==> config.mk <==
export PLATFORM = sky130hd
export DESIGN_NAME = mem_access_unit_flat
export DESIGN_NICKNAME = d
export VERILOG_FILES = /design/src/rtl/mem_access_unit_if.sv /design/src/rtl/mem_access_unit.sv /design/src/flat_wrapper.sv
export SDC_FILE = /design/constraint.sdc
export NUM_CORES = 1
export LEC_CHECK = 0
export BUFFER_PORTS_ARGS = -buffer_cell sky130_fd_sc_hd__buf_2
export CORE_ASPECT_RATIO = 0.75
export CORE_MARGIN = 5
export CORE_UTILIZATION = 46
export CTS_CLUSTER_SIZE = 20
export DETAILED_ROUTE_END_ITERATION = 10
export PLACE_DENSITY_LB_ADDON = 0.25
export SYNTH_ARGS = -nofsm -noshare
export SYNTH_HDL_FRONTEND = slang
export SYNTH_SLANG_ARGS = --single-unit
==> constraint.sdc <==
create_clock -name clk -period 4.1 [get_ports clk]
set_clock_uncertainty 0.2 [all_clocks]
set_input_delay 0.205 -clock clk [delete_from_list [all_inputs] [get_ports clk]]
set_output_delay 0.205 -clock clk [all_outputs]
set_load 0.1 [all_outputs]
==> src/rtl/mem_access_unit_if.sv <==
// mem_access_unit_if: request/response handshake between the pipeline MEM
// stage (master) and the load/store unit (slave), including the stall line.
interface mem_access_unit_if #(
  parameter int XLEN = 32,
  parameter int ALEN = 32
);
  logic            req_valid;
  logic            req_ready;
  logic            req_we;
  logic [2:0]      req_funct3;
  logic [ALEN-1:0] req_addr;
  logic [XLEN-1:0] req_wdata;
  logic            resp_valid;
  logic [XLEN-1:0] resp_rdata;
  logic            resp_err;
  logic            stall;

  modport master (
    output req_valid, req_we, req_funct3, req_addr, req_wdata,
    input  req_ready, resp_valid, resp_rdata, resp_err, stall
  );

  modport slave (
    input  req_valid, req_we, req_funct3, req_addr, req_wdata,
    output req_ready, resp_valid, resp_rdata, resp_err, stall
  );
endinterface

==> src/rtl/mem_access_unit.sv <==
// mem_access_unit: MEM-stage load/store unit in front of a single-port
// synchronous data RAM (one-cycle read latency) plus the memory-mapped LED
// register. Stores answer one cycle after acceptance, loads two cycles after.
// Optional feature macro: MISALIGN_TRAP_EN (misaligned half/word accesses are
// flagged through resp_err instead of being force-aligned).
// MEM_WORDS is expected to be a power of two; the word index wraps by
// dropping the upper address bits.
`ifndef RAM_MEMORY_SIZE
`define RAM_MEMORY_SIZE 1024
`endif
`ifndef MMIO_LED_ADDR
`define MMIO_LED_ADDR 32'hFFFF_FFF0
`endif

module mem_access_unit #(
  parameter int              XLEN      = 32,
  parameter int              ALEN      = 32,
  parameter int              LED_WIDTH = 4,
  parameter int              MEM_WORDS = `RAM_MEMORY_SIZE,
  parameter logic [ALEN-1:0] LED_ADDR  = `MMIO_LED_ADDR,
  localparam int             AW        = $clog2(MEM_WORDS)
) (
  input  logic                 clk,
  input  logic                 rst,
  mem_access_unit_if.slave     bus,
  output logic                 dmem_en,
  output logic [3:0]           dmem_we,
  output logic [AW-1:0]        dmem_addr,
  output logic [XLEN-1:0]      dmem_wdata,
  input  logic [XLEN-1:0]      dmem_rdata,
  output logic [LED_WIDTH-1:0] led_out
);

  typedef enum logic [1:0] {ST_IDLE = 2'd0, ST_READ = 2'd1, ST_RESP = 2'd2} state_t;

  state_t                 state_r, state_s;
  logic                   accept_s, is_led_s, misalign_s;
  logic [2:0]             funct3_r;
  logic [1:0]             addr_lo_r;
  logic                   is_led_r;
  logic [XLEN-1:0]        load_data_s;
  logic                   resp_valid_r;
  logic [XLEN-1:0]        resp_rdata_r;
  logic [LED_WIDTH-1:0]   led_r;

  function automatic logic [3:0] get_byte_enable(input logic [2:0] f3, input logic [1:0] off);
    case (f3)
      3'b000, 3'b100: get_byte_enable = 4'b0001 << off;
      3'b001, 3'b101: get_byte_enable = off[1] ? 4'b1100 : 4'b0011;
      default:        get_byte_enable = 4'b1111;
    endcase
  endfunction

  function automatic logic [XLEN-1:0] store_lanes(input logic [2:0] f3, input logic [XLEN-1:0] d);
    case (f3)
      3'b000, 3'b100: store_lanes = {(XLEN/8){d[7:0]}};
      3'b001, 3'b101: store_lanes = {(XLEN/16){d[15:0]}};
      default:        store_lanes = d;
    endcase
  endfunction

  function automatic logic [7:0] get_byte(input logic [XLEN-1:0] w, input logic [1:0] off);
    get_byte = w[{off, 3'b000} +: 8];
  endfunction

  function automatic logic [15:0] get_halfword(input logic [XLEN-1:0] w, input logic sel);
    get_halfword = w[{sel, 4'b0000} +: 16];
  endfunction

  function automatic logic [XLEN-1:0] sign_extend_byte(input logic [7:0] b);
    sign_extend_byte = {{(XLEN-8){b[7]}}, b};
  endfunction

  function automatic logic [XLEN-1:0] sign_extend_half(input logic [15:0] h);
    sign_extend_half = {{(XLEN-16){h[15]}}, h};
  endfunction

  function automatic logic [XLEN-1:0] zero_extend_byte(input logic [7:0] b);
    zero_extend_byte = {{(XLEN-8){1'b0}}, b};
  endfunction

  function automatic logic [XLEN-1:0] zero_extend_half(input logic [15:0] h);
    zero_extend_half = {{(XLEN-16){1'b0}}, h};
  endfunction

  // A request is taken only in IDLE and never while reset is asserted.
  assign accept_s = (state_r == ST_IDLE) && bus.req_valid && !rst;
  assign is_led_s = (bus.req_addr == LED_ADDR);

`ifdef MISALIGN_TRAP_EN
  // Flag half accesses off a 2-byte boundary and word accesses off a 4-byte boundary.
  always_comb begin
    misalign_s = 1'b0;
    case (bus.req_funct3)
      3'b001, 3'b101: misalign_s = bus.req_addr[0];
      3'b010:         misalign_s = (bus.req_addr[1:0] != 2'b00);
      default:        misalign_s = 1'b0;
    endcase
  end
`else
  assign misalign_s = 1'b0;
`endif

  // RAM strobe and byte enables are driven in the accept cycle itself.
  assign dmem_en    = accept_s && !is_led_s && !misalign_s;
  assign dmem_we    = (accept_s && bus.req_we && !is_led_s && !misalign_s)
                      ? get_byte_enable(bus.req_funct3, bus.req_addr[1:0]) : 4'b0000;
  assign dmem_addr  = bus.req_addr[AW+1:2];
  assign dmem_wdata = store_lanes(bus.req_funct3, bus.req_wdata);

  assign bus.req_ready  = !rst && (state_r == ST_IDLE);
  assign bus.stall      = !rst && (((state_r == ST_IDLE) && bus.req_valid) || (state_r == ST_READ));
  assign bus.resp_valid = resp_valid_r;
  assign bus.resp_rdata = resp_rdata_r;
  assign led_out        = led_r;

  // Lane selection and extension of the RAM word (or LED value) seen in READ.
  always_comb begin
    load_data_s = {XLEN{1'b0}};
    if (is_led_r) begin
      load_data_s = {{(XLEN-LED_WIDTH){1'b0}}, led_r};
    end else begin
      case (funct3_r)
        3'b000:  load_data_s = sign_extend_byte(get_byte(dmem_rdata, addr_lo_r));
        3'b001:  load_data_s = sign_extend_half(get_halfword(dmem_rdata, addr_lo_r[1]));
        3'b100:  load_data_s = zero_extend_byte(get_byte(dmem_rdata, addr_lo_r));
        3'b101:  load_data_s = zero_extend_half(get_halfword(dmem_rdata, addr_lo_r[1]));
        default: load_data_s = dmem_rdata;
      endcase
    end
  end

  // Next-state logic: stores and trapped accesses answer next cycle, loads wait for RAM.
  always_comb begin
    state_s = state_r;
    case (state_r)
      ST_IDLE: begin
        if (accept_s) begin
          if (bus.req_we || misalign_s) begin
            state_s = ST_RESP;
          end else begin
            state_s = ST_READ;
          end
        end else begin
          state_s = ST_IDLE;
        end
      end
      ST_READ: state_s = ST_RESP;
      ST_RESP: state_s = ST_IDLE;
      default: state_s = ST_IDLE;
    endcase
  end

  // State register; reset discards any in-flight access.
  always_ff @(posedge clk) begin
    if (rst) begin
      state_r <= ST_IDLE;
    end else begin
      state_r <= state_s;
    end
  end

  // Request capture, LED write and registered response generation.
  always_ff @(posedge clk) begin
    if (rst) begin
      funct3_r     <= 3'b000;
      addr_lo_r    <= 2'b00;
      is_led_r     <= 1'b0;
      led_r        <= {LED_WIDTH{1'b0}};
      resp_valid_r <= 1'b0;
      resp_rdata_r <= {XLEN{1'b0}};
    end else begin
      resp_valid_r <= 1'b0;
      case (state_r)
        ST_IDLE: begin
          if (accept_s) begin
            funct3_r  <= bus.req_funct3;
            addr_lo_r <= bus.req_addr[1:0];
            is_led_r  <= is_led_s;
            if (misalign_s || bus.req_we) begin
              resp_valid_r <= 1'b1;
              resp_rdata_r <= {XLEN{1'b0}};
            end
            if (bus.req_we && is_led_s && !misalign_s) begin
              led_r <= bus.req_wdata[LED_WIDTH-1:0];
            end
          end
        end
        ST_READ: begin
          resp_valid_r <= 1'b1;
          resp_rdata_r <= load_data_s;
        end
        ST_RESP: resp_valid_r <= 1'b0;
        default: resp_valid_r <= 1'b0;
      endcase
    end
  end

`ifdef MISALIGN_TRAP_EN
  // Error flag follows each accepted request and holds until the next one.
  always_ff @(posedge clk) begin
    if (rst) begin
      bus.resp_err <= 1'b0;
    end else if (accept_s) begin
      bus.resp_err <= misalign_s;
    end else begin
      bus.resp_err <= bus.resp_err;
    end
  end
`else
  assign bus.resp_err = 1'b0;
`endif

endmodule

==> src/flat_wrapper.sv <==
// flat-port wrapper written by rule: the top's interface ports become plain ports
module mem_access_unit_flat 
#(
  parameter int              XLEN      = 32,
  parameter int              ALEN      = 32,
  parameter int              LED_WIDTH = 4,
  parameter int              MEM_WORDS = `RAM_MEMORY_SIZE,
  parameter logic [ALEN-1:0] LED_ADDR  = `MMIO_LED_ADDR,
  localparam int             AW        = $clog2(MEM_WORDS)
)
  (clk, rst, dmem_en, dmem_we, dmem_addr, dmem_wdata, dmem_rdata, led_out, bus_req_valid, bus_req_we, bus_req_funct3, bus_req_addr, bus_req_wdata, bus_req_ready, bus_resp_valid, bus_resp_rdata, bus_resp_err, bus_stall);
  mem_access_unit_if #(.XLEN(XLEN), .ALEN(ALEN)) bus_i ();
  input  logic clk;
  input  logic rst;
  output logic dmem_en;
  output logic [3:0] dmem_we;
  output logic [AW-1:0] dmem_addr;
  output logic [XLEN-1:0] dmem_wdata;
  input  logic [XLEN-1:0] dmem_rdata;
  output logic [LED_WIDTH-1:0] led_out;
  input wire logic [$bits(bus_i.req_valid)-1:0] bus_req_valid;
  input wire logic [$bits(bus_i.req_we)-1:0] bus_req_we;
  input wire logic [$bits(bus_i.req_funct3)-1:0] bus_req_funct3;
  input wire logic [$bits(bus_i.req_addr)-1:0] bus_req_addr;
  input wire logic [$bits(bus_i.req_wdata)-1:0] bus_req_wdata;
  output wire logic [$bits(bus_i.req_ready)-1:0] bus_req_ready;
  output wire logic [$bits(bus_i.resp_valid)-1:0] bus_resp_valid;
  output wire logic [$bits(bus_i.resp_rdata)-1:0] bus_resp_rdata;
  output wire logic [$bits(bus_i.resp_err)-1:0] bus_resp_err;
  output wire logic [$bits(bus_i.stall)-1:0] bus_stall;
  assign bus_i.req_valid = bus_req_valid;
  assign bus_i.req_we = bus_req_we;
  assign bus_i.req_funct3 = bus_req_funct3;
  assign bus_i.req_addr = bus_req_addr;
  assign bus_i.req_wdata = bus_req_wdata;
  assign bus_req_ready = bus_i.req_ready;
  assign bus_resp_valid = bus_i.resp_valid;
  assign bus_resp_rdata = bus_i.resp_rdata;
  assign bus_resp_err = bus_i.resp_err;
  assign bus_stall = bus_i.stall;
  mem_access_unit #(.XLEN(XLEN), .ALEN(ALEN), .LED_WIDTH(LED_WIDTH), .MEM_WORDS(MEM_WORDS), .LED_ADDR(LED_ADDR)) u_core (.clk(clk), .rst(rst), .bus(bus_i), .dmem_en(dmem_en), .dmem_we(dmem_we), .dmem_addr(dmem_addr), .dmem_wdata(dmem_wdata), .dmem_rdata(dmem_rdata), .led_out(led_out));
endmodule
## Word level (Yosys, flattened, before mapping)

Cells that the tools add are included.

| storage, ports and cells | value |
|---|---|
| input port bits | 103 |
| ROM bits | 0 |
| memories | 0 |
| output and inout bits | 87 |
| RAM bits | 0 |
| bits in latches | 0 |
| flip-flop bits (word level) | 45 |
| logic and storage cells | 55 |

| operators by class | value |
|---|---|
| magnitude comparators | 0 |
| bitwise operators | 0 |
| reductions and logical operators | 20 |
| $mul | 0 |
| equality and inequality tests | 10 |
| shift-type cells | 3 |
| mux-type cells | 15 |
| div/mod/pow operators | 0 |
| add/subtract/negate cells | 0 |

Operators by type and width:

| operator | number |
|---|---|
| 32-bit one-hot mux with 2 select lines | 2 |
| 32-bit one-hot mux with 4 select lines | 1 |
| 32-bit 2-to-1 mux | 3 |
| 32-bit equality test (second input constant) | 1 |
| 32-bit by 6-bit indexed part select with 16-bit output | 1 |
| 32-bit by 6-bit indexed part select with 8-bit output | 1 |
| 3-bit equality test (second input constant) | 4 |
| 1-bit logical AND | 8 |
| 4-bit 2-to-1 mux | 2 |
| 4-bit one-hot mux with 2 select lines | 1 |
| 3-bit by 1-bit equality test with 1-bit output (second input constant) | 2 |
| 3-bit zero test | 2 |
| 3-bit AND reduction | 2 |
| 2-bit 2-to-1 mux | 2 |
| 2-bit one-hot mux with 2 select lines | 1 |
| 2-bit OR reduction | 2 |
| 1-bit by 2-bit left shift with 4-bit output (first input constant) | 1 |
| 2-bit by 1-bit equality test with 1-bit output (second input constant) | 1 |
| 1-bit zero test | 2 |
| 2-bit zero test | 1 |
| 1-bit 2-to-1 mux | 2 |
| 2-bit by 1-bit != test with 1-bit output (second input constant) | 1 |
| 2-bit != test (second input constant) | 1 |
| 1-bit one-hot mux with 2 select lines | 1 |
| 3 further kinds | 3 |

## Logic depth before layout (Yosys ltp)

Gate-level depths: netlist of the first run.

| depth | value |
|---|---|
| depth in word-level cells | 6 |
| mapped depth | 6 |
| gate-level depth less buffers | 4 |

## Worst setup path before layout of the first run

Ideal clock, no wire load.

| timing | value |
|---|---|
| path kind | register to output |
| start | register u_core.state_r[1] |
| end | output port dmem_en |
| data arrival time | 4,828 ps |
| buffers on the path | 0 |
| required time | 3,695 ps |
| setup slack | -1,133 ps |
| cell stages (with the launch flop) | 4 |
| cells stage by stage | dfxtp_1 > nor3_1 > nand2_1 > a21oi_1 |

| between the ends | value |
|---|---|
| longest elaborated chain between the ends | 4 |

Ends and longest elaborated chain:

| item | line | source |
|---|---|---|
| start, declared | mem_access_unit.sv:36 | `state_t state_r, state_s;` |
| start signal, assigned | mem_access_unit.sv:159 | `state_r <= state_s;` |
| 2-bit zero test | mem_access_unit.sv:87 | `assign accept_s = (state_r == ST_IDLE) && bus.req_valid && !rst;` |
| 1-bit logical AND (2 in a row) | mem_access_unit.sv:87 |  |
| 1-bit logical AND | mem_access_unit.sv:105 | `assign dmem_en = accept_s && !is_led_s && !misalign_s;` |
| end, declared | flat_wrapper.sv:15 | `output logic dmem_en;` |

Every way passes these cells.

## Final worst setup path of the first run

| timing | value |
|---|---|
| start | input port bus_req_addr[0] |
| end | output port dmem_we[2] |

| between the ends | value |
|---|---|
| longest elaborated chain between the ends | 4 |
| elaborated cells between the ends (all ways) | 6 |
| those cells by class | eq/ne (1); shift (1); mux (2); reduce/logical (2) |

Ends and longest elaborated chain:

| item | line | source |
|---|---|---|
| start, declared | flat_wrapper.sv:24 | `input wire logic [$bits(bus_i.req_addr)-1:0] bus_req_addr;` |
| 32-bit equality test | mem_access_unit.sv:88 | `assign is_led_s = (bus.req_addr == LED_ADDR);` |
| 1-bit zero test | mem_access_unit.sv:106 | `assign dmem_we = (accept_s && bus.req_we && !is_led_s && !misalign_s)` |
| 1-bit logical AND | mem_access_unit.sv:106 |  |
| 4-bit 2-to-1 mux * | mem_access_unit.sv:107 | `? get_byte_enable(bus.req_funct3, bus.req_addr[1:0]) : 4'b0000;` |
| end, declared | flat_wrapper.sv:16 | `output logic [3:0] dmem_we;` |

Every way passes the cells marked *; elsewhere a longest branch is shown, timed or not.

==> results of run 1 <==
-- layout make-up --
| cell class | count | area share [%] |
|---|---|---|
| clock buffer | 5 | 1.78 |
| tap | 78 | 2.52 |
| timing repair buffer | 195 | 25.9 |
| multi-input combinational | 245 | 45.0 |
| sequential | 44 | 22.8 |
| clock inverter | 2 | 1.55 |
| inverter | 5 | 0.485 |
-- worst max-delay path: stages --
cell	delay, ns
dlygate4sd3_1	0.55
buf_2	0.15
or4b_4	0.53
nor4_4	0.30
a21oi_1	0.20
nor2b_1	0.23
buf_2	0.30
-- stage by stage --
stage | hold WS, ns | cell area [um2]
floorplan | 0.0774 | 2870
global placement | 0.207 | 3700
detailed placement | 0.204 | 3700
CTS | 0.00417 | 3870
global route | 0.0156 | 3870
finish | 0.00484 | 3870
-- power by group through the flow --
| stage | sequential, mW | combinational [mW] | clock, mW |
|---|---|---|---|
| 2_1_floorplan | 0.543 | 0.389 | 0 |
| 3_3_place_gp | 0.477 | 0.562 | 0 |
| 3_5_place_dp | 0.478 | 0.567 | 0 |
| 4_1_cts | 0.468 | 0.571 | 0.391 |
| 5_1_grt | 0.473 | 0.597 | 0.415 |
| 6_report | 0.469 | 0.572 | 0.386 |
-- state kept, by name (all words and copies together) (netlist names) --
signal and count:
u_core.state_r 2, u_core.is_led_r 1, u_core.bus.resp_rdata 32, u_core.led_out 4, u_core.addr_lo_r 2, u_core.funct3_r 3
-- layer usage --
metal / track usage [%] / wire (um)
met1: 31.1 / 4050
met2: 36.3 / 4350
met3: 4.34 / 784
met4: 4.91 / 123
met5: 0 / 0
-- cell usage in the layout (no fill, tap or decap), types with 5 or more instances in the layout --
cell type	netlist	final
nand2b_1	33	33
clkbuf_8	0	5
nand2_1	29	29
a21oi_1	26	24
and3b_1	6	6
a211o_1	5	5
mux2_2	24	24
a22o_1	16	16
mux2i_1	15	15
o21ai_0	28	28
or3_1	5	5
buf_2	1	188
a21o_1	9	9
nand4_1	6	6
dfxtp_1	44	44
nor2_1	7	7
-- worst max-delay path by stage --
stage                                     start                                     end  slack, ns
4_1_cts                         bus_req_addr[0]                              dmem_we[2]       1.29
3_3_place_gp   u_core.addr_lo_r[1]$_SDFFE_PP0P_  u_core.bus.resp_rdata[14]$_SDFFE_PP0P_       1.83
3_5_place_dp    u_core.funct3_r[1]$_SDFFE_PP0P_  u_core.bus.resp_rdata[22]$_SDFFE_PP0P_       1.75
2_1_floorplan      u_core.state_r[1]$_SDFF_PP0_                                 dmem_en       0.42
6_report                        bus_req_addr[0]                              dmem_we[2]       1.24
5_1_grt                         bus_req_addr[0]                              dmem_we[2]       1.17
-- kinds of logic after synthesis --
kind of cell | synth area share (%)
simple gates | 21.7
compound gates | 22.8
buf+inv | 9.09
flops | 30.8
mux | 15.5
other cells | 0.131
==> run_results.csv, run 1 <==
group,metric,value,unit
status,run_status,"finished clean",
routing,detail-route-antenna-nets,0,
power_and_ir_drop,power_frac_comb,40.1,%
die,ioPinCount,190,
worst_setup_path,regToRegStartpoint,"u_core.funct3_r[1]$_SDFFE_PP0P_",
routing,wl_per_cell,16.2,um
sta,fin_ws,1.24,ns
sta,finalCritPeriodShare,69.8,%
placement,portBuffers,188,
cells_and_area,fin_cells,574,
clocking,clock_path_buffers,2,
global_route,grt_usage,22.5,%
die,die_h,78.3,um
global_route,antenna_found_initial,0,
cells_and_area,n_fill_cell,522,
placement,place_inst,563,
cells_and_area,insertedDiodeCount,0,
job,timing.max_cap.violations,0,
sta,fin_crit,2.86,ns
worst_setup_path,path_max_fanout,4,
clocking,clk_latency,0.29,ns
synthesis,ys_top_cells_by_area,"dfxtp_1 31%, mux2_2 9.4%, nand2b_1 7.2%",
synthesis,synth_area_per_cell,8.54,um2
synthesis,ys_seq_area_share,30.8,%
worst_setup_path,r2r_setup_slack,1.70,ns
clocking,cts_tree,"yes",
cells_and_area,multi_input_area,0.00174,mm2
hold_path,min_from,"dmem_rdata[5]",
routing,drt-total-wl,9310,um
sta,slew_headroom,21.7,%
hold_path,hold_class,"input port to register",
worst_setup_path,end_kind,"output port",
routing,dr.first_iter.drc_count,310,
power_and_ir_drop,peakVddDrop,0.000248,V
cells_and_area,nets,599,
power_and_ir_drop,p_sw_share,42.9,%
cells_and_area,final_util,65.4,%
sta,fmax,349,MHz
synthesis,synth.most_common_cell,"dfxtp_1",
power_and_ir_drop,internal-power,0.815,mW
worst_setup_path,arrival,2.46,ns
synthesis,syn_inst,335,
global_route,gr-total-overflow,0,
die,die_w,101,um
sta,finalSetupTns,0,ns
synthesis,ys_warn_count,0,
sta,setup_viol_count_final,0,
clocking,holdBufCountCts,4,
sta,tightest_slew,1.17,ns
synthesis,async_flop_share,0,%
routing,drt_pass1_iterations,5,
synthesis,synth_edf_count,0,
global_route,grt_pass1_wl,14700,um
placement,dp_hpwl,7250,um
die,core.rowCount,24,
worst_setup_path,reg2reg_to,"u_core.bus.resp_rdata[19]$_SDFFE_PP0P_",
clocking,root_buffer,"clkbuf_8",
sta,hold_violations,0,
power_and_ir_drop,seqPwrFrac,32.9,%
worst_setup_path,critPathRequiredTime,3.69,ns
global_route,grt_pass1_vias,2940,
routing,drc,0,
clocking,cts-resized-gates,0,
sta,rsz0062_at_grt,"false",
die,die-area,0.00791,mm2
cells_and_area,area_growth,35.2,%
hold_path,holdPathStages,3,
global_route,grt_max_degree,36,
clocking,post_cts_buffers,0,
synthesis,syn_area,0.00286,mm2
synthesis,synth-seq-cells,44,
clocking,clk_pin_slew_worst_paths,0.08,ns
synthesis,yosysTopAreaCell,"dfxtp_1",
worst_setup_path,critical_path_class,"input port to output port",
hold_path,worstHoldEndpoint,"u_core.bus.resp_rdata[5]$_SDFFE_PP0P_",
synthesis,synth-main-ff-cell,"dfxtp_1",
cells_and_area,area.sequential,881,um2
synthesis,synth_common_cells,"44 x dfxtp_1, 33 x nand2b_1, 29 x nand2_1",
die,core-area,0.00592,mm2
clocking,cts_buffers,5,
synthesis,yosysTopAreaCellShare,30.8,%
power_and_ir_drop,clkPwrFrac,27.1,%
power_and_ir_drop,finalPower,1.43,mW
routing,viasPerCell,5.37,
power_and_ir_drop,p_leak,1.91,nW
power_and_ir_drop,power.density,369,mW/mm2
placement,preCtsSetupSlack,1.75,ns
placement,gp_congestion,0.821,
power_and_ir_drop,p_sw,0.612,mW
die,initial_core_util,48.4,%
worst_setup_path,rr_worst_depth,3,
clocking,clock-sinks,44,
routing,vias,3085,
synthesis,yosysUniqueCellTypes,42,
sta,slew_viol_final,0,
synthesis,syn_nets,438,
cells_and_area,drive_gt1_share,46.8,%
worst_setup_path,start_kind,"input port",
clocking,cts-htree-levels,2,
No activity file was read; power rests on OpenSTA's default activity.
==> run 2: changes to the inputs <==
--- a/config.mk
+++ b/config.mk
@@ -8,7 +8,7 @@
 export BUFFER_PORTS_ARGS = -buffer_cell sky130_fd_sc_hd__buf_2
 export CORE_ASPECT_RATIO = 0.75
 export CORE_MARGIN = 5
-export CORE_UTILIZATION = 46
+export CORE_UTILIZATION = 38
 export CTS_CLUSTER_SIZE = 20
 export DETAILED_ROUTE_END_ITERATION = 10
 export PLACE_DENSITY_LB_ADDON = 0.25
==> constraint.sdc (replaced) <==
create_clock -name clk -period 2.3 [get_ports clk]
set_clock_uncertainty 0.2 [all_clocks]
set_input_delay 0.115 -clock clk [delete_from_list [all_inputs] [get_ports clk]]
set_output_delay 0.115 -clock clk [all_outputs]
set_load 0.1 [all_outputs]
==> run 2 against run 1 <==
  * Die area grew 19%
  * Utilization shrank 6.5 points
  * Largest cell class unchanged
  * Design area grew 12%
  * Critical path type is now register to output port
  * Flip-flop and latch count is the same
  * Wire length grew 6.4%
  * Critical path depth shrank 2
  * Clock power grew 36%
  * Hold slack gained 0.0016 ns
  * Critical endpoint unchanged
  * Global-route usage shrank 1.8 points
  * Sequential share of layout area shrank 2.3 points
  * Sequential power grew 74%
  * Cell count grew 10%
==> run_results.csv, run 2 (synthesis gave the netlist of run 1 again) <==
group,metric,value,unit
cells_and_area,nets,634,
sta,slew_headroom,52.8,%
routing,drt_pass1_iterations,4,
die,core.rowCount,27,
worst_setup_path,path_max_fanout,8,
sta,fin_crit,2.09,ns
clocking,cts-htree-levels,2,
worst_setup_path,regToRegStartpoint,"u_core.addr_lo_r[0]$_SDFFE_PP0P_",
worst_setup_path,r2r_setup_slack,0.28,ns
cells_and_area,layout_common_cells,"184 x buf_2, 43 x dfxtp_1, 33 x nand2b_1",
placement,portBuffers,188,
sta,finalSetupTns,0,ns
routing,drt-total-wl,9900,um
power_and_ir_drop,p_leak,2.08,nW
global_route,grt_pass1_vias,3248,
worst_setup_path,critical-path-slowest-cell,"dfxtp_2",
cells_and_area,final_common_cell,"buf_2",
job,timing.max_cap.violations,0,
routing,drc,0,
clocking,clk_pin_slew_worst_paths,0.09,ns
sta,slew_viol_final,0,
status,run_status,"finished clean",
cells_and_area,n_fill_cell,677,
hold_path,min_from,"dmem_rdata[13]",
worst_setup_path,cp_cell_sequence,"nor4b_2, nand2_1, a21oi_2, nor2b_2, buf_12",
cells_and_area,insertedDiodeCount,0,
power_and_ir_drop,finalPower,2.45,mW
worst_setup_path,critical_path_class,"register to output port",
sta,rsz0062_at_grt,"false",
worst_setup_path,reg2reg_to,"u_core.bus.resp_rdata[16]$_SDFFE_PP0P_",
worst_setup_path,cp_num_buf_inv,1,
worst_setup_path,critPathRequiredTime,1.99,ns
global_route,grt_pass1_wl,15700,um
routing,detail-route-antenna-nets,0,
worst_setup_path,arrival,1.77,ns
cells_and_area,multi_input_area,0.00180,mm2
worst_setup_path,end_kind,"output port",
clocking,clock-sinks,44,
clocking,post_cts_buffers,0,
clocking,cts_tree,"yes",
global_route,antenna_found_initial,0,
routing,vias,3256,
cells_and_area,area.sequential,882,um2
hold_path,worstHoldEndpoint,"u_core.bus.resp_rdata[13]$_SDFFE_PP0P_",
sta,fmax,479,MHz
sta,hold_violations,0,
clocking,clk_latency,0.31,ns
routing,viasPerCell,5.14,
worst_setup_path,cpPeakStageDelay,0.39,ns
placement,gp_congestion,0.851,
global_route,gr-total-overflow,0,
die,initial_core_util,39.0,%
cells_and_area,drive_gt1_share,47.6,%
worst_setup_path,rr_worst_depth,4,
global_route,grt_usage,20.7,%
hold_path,holdPathStages,4,
worst_setup_path,cpLargestDelayFamily,"simple AND/OR/NAND/NOR gates",
die,core-area,0.00733,mm2
die,die_h,85.2,um
cells_and_area,area_growth,50.9,%
routing,dr.first_iter.drc_count,182,
placement,dp_hpwl,7620,um
power_and_ir_drop,power.density,568,mW/mm2
worst_setup_path,start_kind,"register",
sta,finalCritPeriodShare,90.9,%
clocking,root_buffer,"clkbuf_8",
sta,tightest_slew,0.708,ns
cells_and_area,largest_register_ffs,32,
global_route,grt_max_degree,33,
die,ioPinCount,190,
die,die_w,110,um
sta,setup_viol_count_final,0,
hold_path,hold_class,"input port to register",
clocking,cts_buffers,5,
clocking,clock_path_buffers,2,
die,die-area,0.00938,mm2
routing,wl_per_cell,15.6,um
power_and_ir_drop,peakVddDrop,0.000318,V
[run 2: cell types whose count changed in the layout (fill, tap and decap cells not counted), moves of 4 or more]
cell           before  now
dlygate4sd3_1       4   32
o21ai_0            28   20
o21ai_2             0    8
buf_4               3   10
buf_12              0    4
buf_2             188  184
[run 2: worst max-delay path by stage]
stage                                 start         end  slack (ns)  cells after the start
2_1_floorplan  u_core.state_r[1]$_SDFF_PP0_  dmem_we[0]       -0.21                      4
3_3_place_gp                bus_req_addr[1]  dmem_we[0]        0.30                      6
4_1_cts        u_core.state_r[1]$_SDFF_PP0_  dmem_we[0]        0.12                      5
6_report       u_core.state_r[1]$_SDFF_PP0_  dmem_we[2]        0.21                      5
5_1_grt        u_core.state_r[1]$_SDFF_PP0_  dmem_we[2]        0.05                      5
3_5_place_dp                bus_req_addr[1]  dmem_we[0]        0.26                      6
[run 2: area by class of cell]
cell class              instances  share of cell area, %
clock inverters                 1                  0.174
clock buffers                   7                   2.00
well taps                     101                   2.93
repair buffers                230                   32.3
flip-flops and latches         44                   20.4
multi-input cells             245                   41.7
inverters                       5                  0.435
[run 2: per-stage QoR]
stage,setup WS (ns),utilization (%),area [um2],cells,hold WS (ns)
4_1_cts,0.117,58.8,4310,633,0.00377
5_1_grt,0.0472,58.9,4320,633,0.0400
6_report,0.210,58.9,4320,633,0.00648
3_3_place_gp,0.301,53.2,3900,593,0.112
3_5_place_dp,0.260,53.2,3900,593,0.115
2_1_floorplan,-0.210,-,2930,335,-0.0126
[run 2: worst reg2reg max path, stage by stage, from the launching register on]
cell	delay (ns)
dfxtp_1	0.56
mux4_2	0.34
nand2b_1	0.08
a21oi_2	0.56
a22o_1	0.23
[run 2: report_power, final]
part	switching [mW]	internal (mW)
clock network	0.279	0.244
logic	0.825	0.288
registers	0.0248	0.789
total	1.13	1.32
[run 2: repair_timing]
| item | CTS | global route |
|---|---|---|
| setup endpoints to repair | 0 | 2 |
| hold buffers | 32 | 0 |
| gates resized for setup | 0 | 1 |
| hold endpoints to repair | 31 | 0 |
[run 2: routing by layer]
metal	part of all wire, %	track usage [%]	vias up
met4	1.8	5.26	0
li1	-	-	1600
met1	41	26.0	1493
met3	8.6	4.49	21
met2	48	35.8	142
met5	0	0	-
==> run 3: changes to the inputs <==
--- a/config.mk
+++ b/config.mk
@@ -12,6 +12,7 @@
 export CTS_CLUSTER_SIZE = 20
 export DETAILED_ROUTE_END_ITERATION = 10
 export PLACE_DENSITY_LB_ADDON = 0.25
+export SETUP_SLACK_MARGIN = 0.3
 export SYNTH_ARGS = -nofsm -noshare
 export SYNTH_HDL_FRONTEND = slang
 export SYNTH_SLANG_ARGS = --single-unit
==> run 3 against run 2 <==
  * Cell count grew 0.32%
  * Wire length grew 1.1%
  * Worst setup slack gained 0.11 ns
  * First-iteration DRC count shrank 5.5%
  * Combinational power is essentially flat
  * Count of clock-buffer cells in the layout shrank 1
  * Hold slack gained 0.0038 ns
  * Critical path depth is the same
  * Via count shrank 1.4%
  * Largest power group unchanged
  * Maximum frequency grew 5.6%
==> run_results.csv, run 3 (synthesis gave the netlist of run 1 again) <==
group,metric,value,unit
status,run_status,"finished clean",
worst_setup_path,crit_start,"u_core.state_r[1]$_SDFF_PP0_",
placement,portBuffers,188,
global_route,use_met1,25.7,%
worst_setup_path,critical_path_class,"register to output port",
placement,dp_hpwl,7660,um
sta,tightest_slew,0.516,ns
cells_and_area,final_common_cell,"buf_2",
clocking,clock_path_buffers,2,
global_route,grt_usage,20.1,%
die,ioPinCount,190,
clocking,cts_buffers,5,
sta,holdWs,0.0103,ns
die,die-area,0.00938,mm2
worst_setup_path,path_max_fanout,6,
sta,fmax,505,MHz
sta,setup_viol_count_final,0,
power_and_ir_drop,p_leak,2.12,nW
die,core-area,0.00733,mm2
cells_and_area,area_growth,54.1,%
sta,slew_headroom,65.9,%
routing,vias,3212,
clocking,cts_tree,"yes",
cells_and_area,nets,636,
worst_setup_path,start_kind,"register",
routing,drc,0,
power_and_ir_drop,finalPower,2.53,mW
power_and_ir_drop,power.density,574,mW/mm2
worst_setup_path,arrival,1.66,ns
cells_and_area,layout_common_cells,"184 x buf_2, 41 x dfxtp_1, 32 x nand2b_1",
hold_path,hold_class,"input port to register",
clocking,cts-htree-levels,2,
worst_setup_path,end_kind,"output port",
cells_and_area,largest_register_ffs,32,
global_route,grt_pass1_vias,3070,
global_route,grt_util_met3,5.40,%
clocking,root_buffer,"clkbuf_8",
clocking,clock-sinks,44,
global_route,top_usage_layer,"met2",
clocking,clk_latency,0.29,ns
cells_and_area,area.sequential,887,um2
cells_and_area,fin_cells,635,
worst_setup_path,regToRegStartpoint,"u_core.state_r[1]$_SDFF_PP0_",
cells_and_area,insertedDiodeCount,0,
die,die_h,85.2,um
routing,viasPerCell,5.06,
cells_and_area,multi_input_area,0.00186,mm2
cells_and_area,n_fill_cell,679,
sta,fin_crit,1.98,ns
placement,place_inst,594,
hold_path,min_from,"bus_req_valid",
sta,finalCritPeriodShare,86.0,%
clocking,clk_pin_slew_worst_paths,0.08,ns
die,initial_core_util,39.0,%
routing,detail-route-antenna-nets,0,
routing,wl_per_cell,15.8,um
global_route,grt_max_degree,33,
die,die_w,110,um
routing,drt_pass1_iterations,4,
routing,drt-total-wl,10000,um
job,timing.max_cap.violations,0,
placement,gp_congestion,0.824,
global_route,grt_pass1_wl,15200,um
routing,dr.first_iter.drc_count,172,
die,core.rowCount,27,
cells_and_area,drive_gt1_share,49.1,%
global_route,grt_use_met2,34.1,%
power_and_ir_drop,peakVddDrop,0.000415,V
sta,hold_violations,0,
sta,slew_viol_final,0,
sta,rsz0062_at_grt,"true",
global_route,antenna_found_initial,1,
worst_setup_path,critPathRequiredTime,1.99,ns
global_route,gr-total-overflow,0,
## run 3: critical path: stages, from the launching register on
cell and delay, ns:
dfxtp_4 0.38, nor4b_4 0.29, nand2_2 0.12, a21oi_4 0.19, nor2b_4 0.21, buf_12 0.18
## run 3: area by class of cell
type / instances / share of cell area (%)
Clock inverter: 2 / 0.795
Clock buffer: 6 / 1.65
Tap cell: 101 / 2.87
Timing Repair Buffer: 232 / 32.0
Sequential cell: 44 / 20.1
Inverter: 5 / 0.426
Multi-Input combinational cell: 245 / 42.2
## run 3: metal layers
metal  wire, um  up-vias
met1       4190     1484
met2       4870      120
met4        106        2
met3        826       13
met5          7        -
li1           -     1593
## run 3: report_power, final
group / leakage (nW) / switching [mW] / internal (mW) / total (mW)
Clock: 0.0552 / 0.259 / 0.323 / 0.582
Combinational: 1.70 / 0.834 / 0.298 / 1.13
Sequential: 0.358 / 0.0260 / 0.789 / 0.815
## run 3: final timing paths
kind	end	slack, ns	depth (start not counted)
setup reg to reg	u_core.bus.resp_rdata[24]$_SDFFE_PP0P_	0.42	5
hold reg to reg	u_core.bus.resp_rdata[14]$_SDFFE_PP0P_	0.25	1
setup / recovery	dmem_we[0]	0.32	5
hold / removal	u_core.is_led_r$_SDFFE_PP0P_	0.01	4
## run 3: per-stage QoR
stage | area (um2) | worst slack (ns) | util (%) | TNS, ns
2_1_floorplan | 2960 | -0.0944 | - | -0.0944
3_3_place_gp | 3930 | 0.281 | 53.7 | 0
3_5_place_dp | 3930 | 0.243 | 53.7 | 0
4_1_cts | 4380 | 0.313 | 59.8 | 0
6_report | 4410 | 0.321 | 60.1 | 0
5_1_grt | 4410 | 0.259 | 60.1 | 0
## run 3: timing repair
action | in CTS | in global routing
pin swaps | 2 | 3
resized for setup | 6 | 3
hold buffers | 31 | 0
endpoints found under the setup margin | 16 | 18
hold endpoints to repair | 30 | 0
setup buffers | 0 | 2
